`src/rtl/hazard_stall_ctrl.sv`:
```
// Pipeline sequencing controller: load-use stalls, multi-cycle matrix holds,
// branch-taken flushes, and a saturating stall-cycle performance counter.
module hazard_stall_ctrl #(
    parameter int MAT_LAT = 8,
    parameter int CNT_W   = 16
) (
    input  logic             clk,
    input  logic             rstn,
    input  logic [4:0]       id_rs1,
    input  logic [4:0]       id_rs2,
    input  logic             id_rs2_r_select,
    input  logic [4:0]       ex_rd,
    input  logic             ex_mem_read,
    input  logic [1:0]       ex_w_select,
    input  logic             ex_mat_start,
    input  logic             mat_done,
    input  logic             ex_branch_taken,
    output logic             pc_stall,
    output logic             if_id_stall,
    output logic             id_ex_stall,
    output logic             id_ex_flush,
    output logic             if_id_flush,
    output logic             mat_busy,
    output logic             mat_commit,
    output logic [CNT_W-1:0] stall_cnt
);

    localparam int LAT_W = $clog2(MAT_LAT);

    typedef enum logic [1:0] {
        ST_IDLE,
        ST_BUSY,
        ST_COMMIT
    } state_t;

    state_t           state_q, state_d;
    logic [LAT_W-1:0] lat_q, lat_d;
    logic             run_q;
    logic             mat_start;
    logic             hold;
    logic             load_use;
    logic             branch;
    logic             lu_scalar;
    logic             lu_matrix;

    // Load-use hazard detection for scalar and matrix loads in EX.
    assign lu_scalar = ex_mem_read && (ex_w_select == 2'b01) && (ex_rd != 5'd0)
                     && ((ex_rd == id_rs1) || (id_rs2_r_select && (ex_rd == id_rs2)));
    assign lu_matrix = ex_mem_read && ex_w_select[1] && !id_rs2_r_select
                     && ((ex_w_select == 2'b11) || (ex_rd == id_rs2));

    // Next-state logic and combinational stall/flush decode.
    always_comb begin
        // NOTE: every output of this block gets a default first so no path leaves one unassigned (no latches).
        state_d     = state_q;
        lat_d       = lat_q;
        mat_start   = 1'b0;
        hold        = 1'b0;
        load_use    = 1'b0;
        branch      = 1'b0;
        pc_stall    = 1'b0;
        if_id_stall = 1'b0;
        id_ex_stall = 1'b0;
        id_ex_flush = 1'b0;
        if_id_flush = 1'b0;

        case (state_q)
            ST_IDLE: begin
                if (run_q && ex_mat_start) begin
                    state_d   = ST_BUSY;
                    lat_d     = LAT_W'(MAT_LAT - 1);
                    mat_start = 1'b1;
                end
            end
            ST_BUSY: begin
                lat_d = lat_q - 1'b1;
                // Leave on the cycle the countdown reaches zero, so the hold
                // window (start cycle plus BUSY) spans exactly MAT_LAT cycles.
                if (mat_done || (lat_q <= LAT_W'(1)))
                    state_d = ST_COMMIT;
            end
            ST_COMMIT: state_d = ST_IDLE;   // a start here is ignored
            default:   state_d = ST_IDLE;
        endcase

        hold     = mat_start || (state_q == ST_BUSY);
        load_use = run_q && (state_q != ST_BUSY) && (lu_scalar || lu_matrix);
        // The older matrix op wins over a branch in its start cycle; the
        // branch unit re-presents the branch once EX is released.
        branch   = run_q && (state_q != ST_BUSY) && !mat_start && ex_branch_taken;

        if (hold) begin
            pc_stall    = 1'b1;
            if_id_stall = 1'b1;
            id_ex_stall = 1'b1;
        end else if (branch) begin
            if_id_flush = 1'b1;
            id_ex_flush = 1'b1;
        end else if (load_use) begin
            pc_stall    = 1'b1;
            if_id_stall = 1'b1;
            id_ex_flush = 1'b1;
        end
    end

    // State, latency countdown, registered state decodes and release gate.
    always_ff @(posedge clk or negedge rstn) begin
        // NOTE: asynchronous reset clears every flop here; sequential state uses non-blocking assignments only.
        if (!rstn) begin
            state_q    <= ST_IDLE;
            lat_q      <= '0;
            run_q      <= 1'b0;
            mat_busy   <= 1'b0;
            mat_commit <= 1'b0;
        end else begin
            state_q    <= state_d;
            lat_q      <= lat_d;
            run_q      <= 1'b1;
            mat_busy   <= (state_d == ST_BUSY);
            mat_commit <= (state_d == ST_COMMIT);
        end
    end

    // Saturating count of cycles in which the PC is held.
    always_ff @(posedge clk or negedge rstn) begin
        if (!rstn)
            stall_cnt <= '0;
        else if (pc_stall && (stall_cnt != {CNT_W{1'b1}}))
            stall_cnt <= stall_cnt + 1'b1;
    end

endmodule

```
`config.mk`:
```
export PLATFORM = sky130hd
export DESIGN_NAME = hazard_stall_ctrl
export DESIGN_NICKNAME = d
export VERILOG_FILES = /design/src/rtl/hazard_stall_ctrl.sv
export SDC_FILE = /design/constraint.sdc
export NUM_CORES = 1
export LEC_CHECK = 0
export BUFFER_PORTS_ARGS = -buffer_cell sky130_fd_sc_hd__buf_2
export CAP_MARGIN = 20
export CELL_PAD_IN_SITES_DETAIL_PLACEMENT = 1
export CELL_PAD_IN_SITES_GLOBAL_PLACEMENT = 1
export CORE_MARGIN = 2
export CORE_UTILIZATION = 36
export DETAILED_ROUTE_END_ITERATION = 10
export GPL_TIMING_DRIVEN = 1
export HOLD_SLACK_MARGIN = 0.05
export PLACE_DENSITY = 0.74
export SKIP_CTS_REPAIR_TIMING = 1
export SLEW_MARGIN = 20
export SYNTH_ARGS = -nofsm -noshare
export SYNTH_HDL_FRONTEND = slang
export SYNTH_SLANG_ARGS = --single-unit
```
`constraint.sdc`:
```
create_clock -name clk -period 2.1 [get_ports clk]
set_input_delay 0.21 -clock clk [delete_from_list [all_inputs] [get_ports clk]]
set_output_delay 0.21 -clock clk [all_outputs]
set_load 0.01 [all_outputs]
```
==> results.sh <==
export IMPL_run_status="completed"
export IMPL_synth_area_um2=1330
export IMPL_period_share_pct=94.1
export IMPL_setup_tns_ps=0
export IMPL_seqPwrFrac_pct=46.7
export IMPL_synth_top_area_share_pct=45.3
export IMPL_fmax_mhz=506
export IMPL_final_antenna_net_count=0
export IMPL_reg2reg_depth=5
export IMPL_synth_seq_cells=24
export IMPL_h_tree_depth=1
export IMPL_fin_skew_ps=4.71
export IMPL_tightestPinTransition_ps=543
export IMPL_drt_iter0_drc=24
export IMPL_cp_required_ps=2250
export IMPL_seq_area_frac_synth_pct=45.3
export IMPL_start_util_pct=36.8
export IMPL_slowest_delay_ps=430
export IMPL_grt_pass1_vias=1229
export IMPL_finalCriticalPeriod_ps=1980
export IMPL_crit_path_start_kind="register"
export IMPL_pwr_share_comb_pct=34.4
export IMPL_rows=22
export IMPL_cp_num_cells=5
export IMPL_peakVddDrop_uv=644
export IMPL_routed_via_density=4.82
export IMPL_numClockSinks=24
export IMPL_critical_path_top_delay_family="compound AO/OA/AOI/OAI gates"
export IMPL_p_sw_share_pct=35.8
export IMPL_syn_nets=165
export IMPL_antenna_found_initial=0
export IMPL_cp_slowest_cell="dfrtp_1"
export IMPL_synth_largest_area_cell="dfrtp_1"
export IMPL_path_cells="nand2b_1, and3_1, a31oi_2, a21boi_4, mux2_2"
export IMPL_ys_types=30
export IMPL_gp_congestion=0.785
export IMPL_hpwl_um=2560
export IMPL_cts_root_buf="clkbuf_8"
export IMPL_power_density_nw_per_um2=840
export IMPL_rsz0062_at_grt="false"
export IMPL_drt_wl_total_um=3210
export IMPL_worstReg2RegStart="state_q[1]"
export IMPL_drc=0
export IMPL_crit_arrival_ps=2120
export IMPL_grt_ovfl_total=0
export IMPL_critPathLaunch="state_q[1]"
export IMPL_post_drt_wl_per_cell_um=13.5
export IMPL_synthMuxAreaShare_pct=2.55
export IMPL_die_h_um=64.7
export IMPL_io_pins=47
export IMPL_insertion_delay_ps=260
export IMPL_hold_viol=0
export IMPL_clockPowerShare_pct=18.9
export IMPL_syn_avg_cell_area_um2=9.54
export IMPL_slew_violations=0
export IMPL_ys_top_cells_by_area="dfrtp_1, xnor2_1, nand2_1, nor2_1, nand3_1"
export IMPL_clk_pin_slew_ps=80
export IMPL_dr_pass1_iters=4
export IMPL_ys_warnings_count=0
export IMPL_critPathBufInv=0
export IMPL_grt_max_degree=25
export IMPL_syn2layout_area_growth_pct=26.5
export IMPL_clk_path_buf_depth=2
export IMPL_synth_main_ff_cell="dfrtp_1"
export IMPL_synth_edff_count=0
export IMPL_grt_util_all_layers_pct=16.6
export IMPL_yosysMostFrequentCell="dfrtp_1"
export IMPL_die_area_um2=4190
export IMPL_crit_path_end_kind="register"
export IMPL_max_cap_viol_count=0
export IMPL_setup_viol=0
export IMPL_fp_coreArea_um2=3610
export IMPL_io_buffers=46
export IMPL_total_power_mw=1.41
export IMPL_diodes=0
export IMPL_yosys_area_share_simple_pct=25.0
export IMPL_synth_compound_area_share_pct=6.32
export IMPL_intPower_mw=0.905
export IMPL_hold_path_class="in2reg"
export IMPL_crit_type="reg2reg"
export IMPL_critPathMaxFanout=15
export IMPL_cts_tree="yes"
export IMPL_power_leakage_nw=0.797
export IMPL_syn_inst=139
export IMPL_synth_top_family_by_area="simple AND/OR/NAND/NOR gates"
export IMPL_drive_gt1_share_pct=33.7
export IMPL_synthTopCellsByCount="dfrtp_1, xnor2_1, nand2_1, nor2_1, nand3_1"
export IMPL_ys_async_sr_fraction_pct=100
export IMPL_dr_total_vias=1146
export IMPL_p_switching_mw=0.504
export IMPL_r2r_end="stall_cnt[1]"
export IMPL_grt_pass1_wl_um=5460
export IMPL_synth_xor_area_share_pct=15.8
export IMPL_cts_inserted_buffers=3
export IMPL_r2r_slack_ps=120
export IMPL_endpoint="stall_cnt[1]"
export IMPL_placed_cells=234
export IMPL_maxSlewHeadroom_pct=63.8
export IMPL_nets=218
export IMPL_dieWidth_um=64.7
export IMPL_fin_cells=238
export IMPL_holdWs_ps=219
export IMPL_synthAdderAreaFrac_pct=1.89
[cell families after synthesis]
kind of cell    count (synthesis)
compound gates                 11
xor+xnor                       24
fa+ha+maj                       2
buf+inv                         7
flops                          24
mux                             3
other cells                     1
simple gates                   67
[layout make-up]
type	instances	area [um2]
Fill cell	445	1930
Multi-Input combinational cell	108	694
Sequential cell	24	601
Timing Repair Buffer	50	263
Tap cell	48	60.1
Clock buffer	3	41.3
Inverter	5	18.8
[flip-flops by register name (all words and copies together), names as in the netlist]
name / flops
lat_q: 3
mat_busy: 1
mat_commit: 1
run_q: 1
stall_cnt: 16
state_q: 2
[layer usage]
metal / part of all wire (%) / wire length [um] / GRT usage [%]
met5: 0 / 0 / 0
met2: 48 / 1550 / 29.2
met1: 45 / 1450 / 20.6
met3: 5.4 / 175 / 3.13
met4: 1.1 / 34 / 4.79
[cell usage in the layout, fill, tap and decap left out]
cell type and instances:
or4_1 1, mux2_2 3, a31oi_2 1, and4_1 1
xnor2_1 22, xor2_1 2, a21boi_4 1, dlygate4sd3_1 1
ha_1 2, dfrtp_1 24, o21bai_1 1, nor3_2 1
nand2b_1 1, nand2_1 19, buf_4 3, and3_1 3
nor2_1 19, nor4_1 1, nor2b_1 1, conb_1 1
buf_2 46, nand3_2 4, nand3_1 9, nand4_1 3
nor3_1 3, a221oi_1 1, o22ai_2 1, or2_2 1
inv_1 5, o21ai_0 3, a21oi_1 3, clkbuf_8 3
[power by group through the flow]
stage | sequential [mW] | combinational (mW) | clock, mW
floorplan | 0.686 | 0.267 | 0
CTS | 0.659 | 0.489 | 0.273
finish | 0.658 | 0.485 | 0.266
global placement | 0.659 | 0.465 | 0
detailed placement | 0.665 | 0.489 | 0
global route | 0.679 | 0.553 | 0.296
[tightest hold or removal path, stage by stage]
cell	delay [ps]
buf_2	80
nor2_1	60
nor2_1	100
[through the flow]
stage	setup slack, ps	utilization (%)	area, um2
finish	124	46.5	1680
global route	1.52	46.5	1680
detailed placement	123	44.9	1620
floorplan	296	-	1330
global placement	184	44.9	1620
CTS	78.8	46.1	1660
[how the worst min path moves through the flow]
stage | start | to | cells past startpoint | slack [ps]
floorplan | rstn | lat_q[0] | 0 | -90
global placement | rstn | stall_cnt[8] | 1 | 220
detailed placement | rstn | stall_cnt[8] | 1 | 230
CTS | rstn | stall_cnt[8] | 1 | -60
global route | mat_done | mat_commit | 3 | 230
finish | mat_done | mat_commit | 3 | 220
No activity file was read; power rests on OpenSTA's default activity.
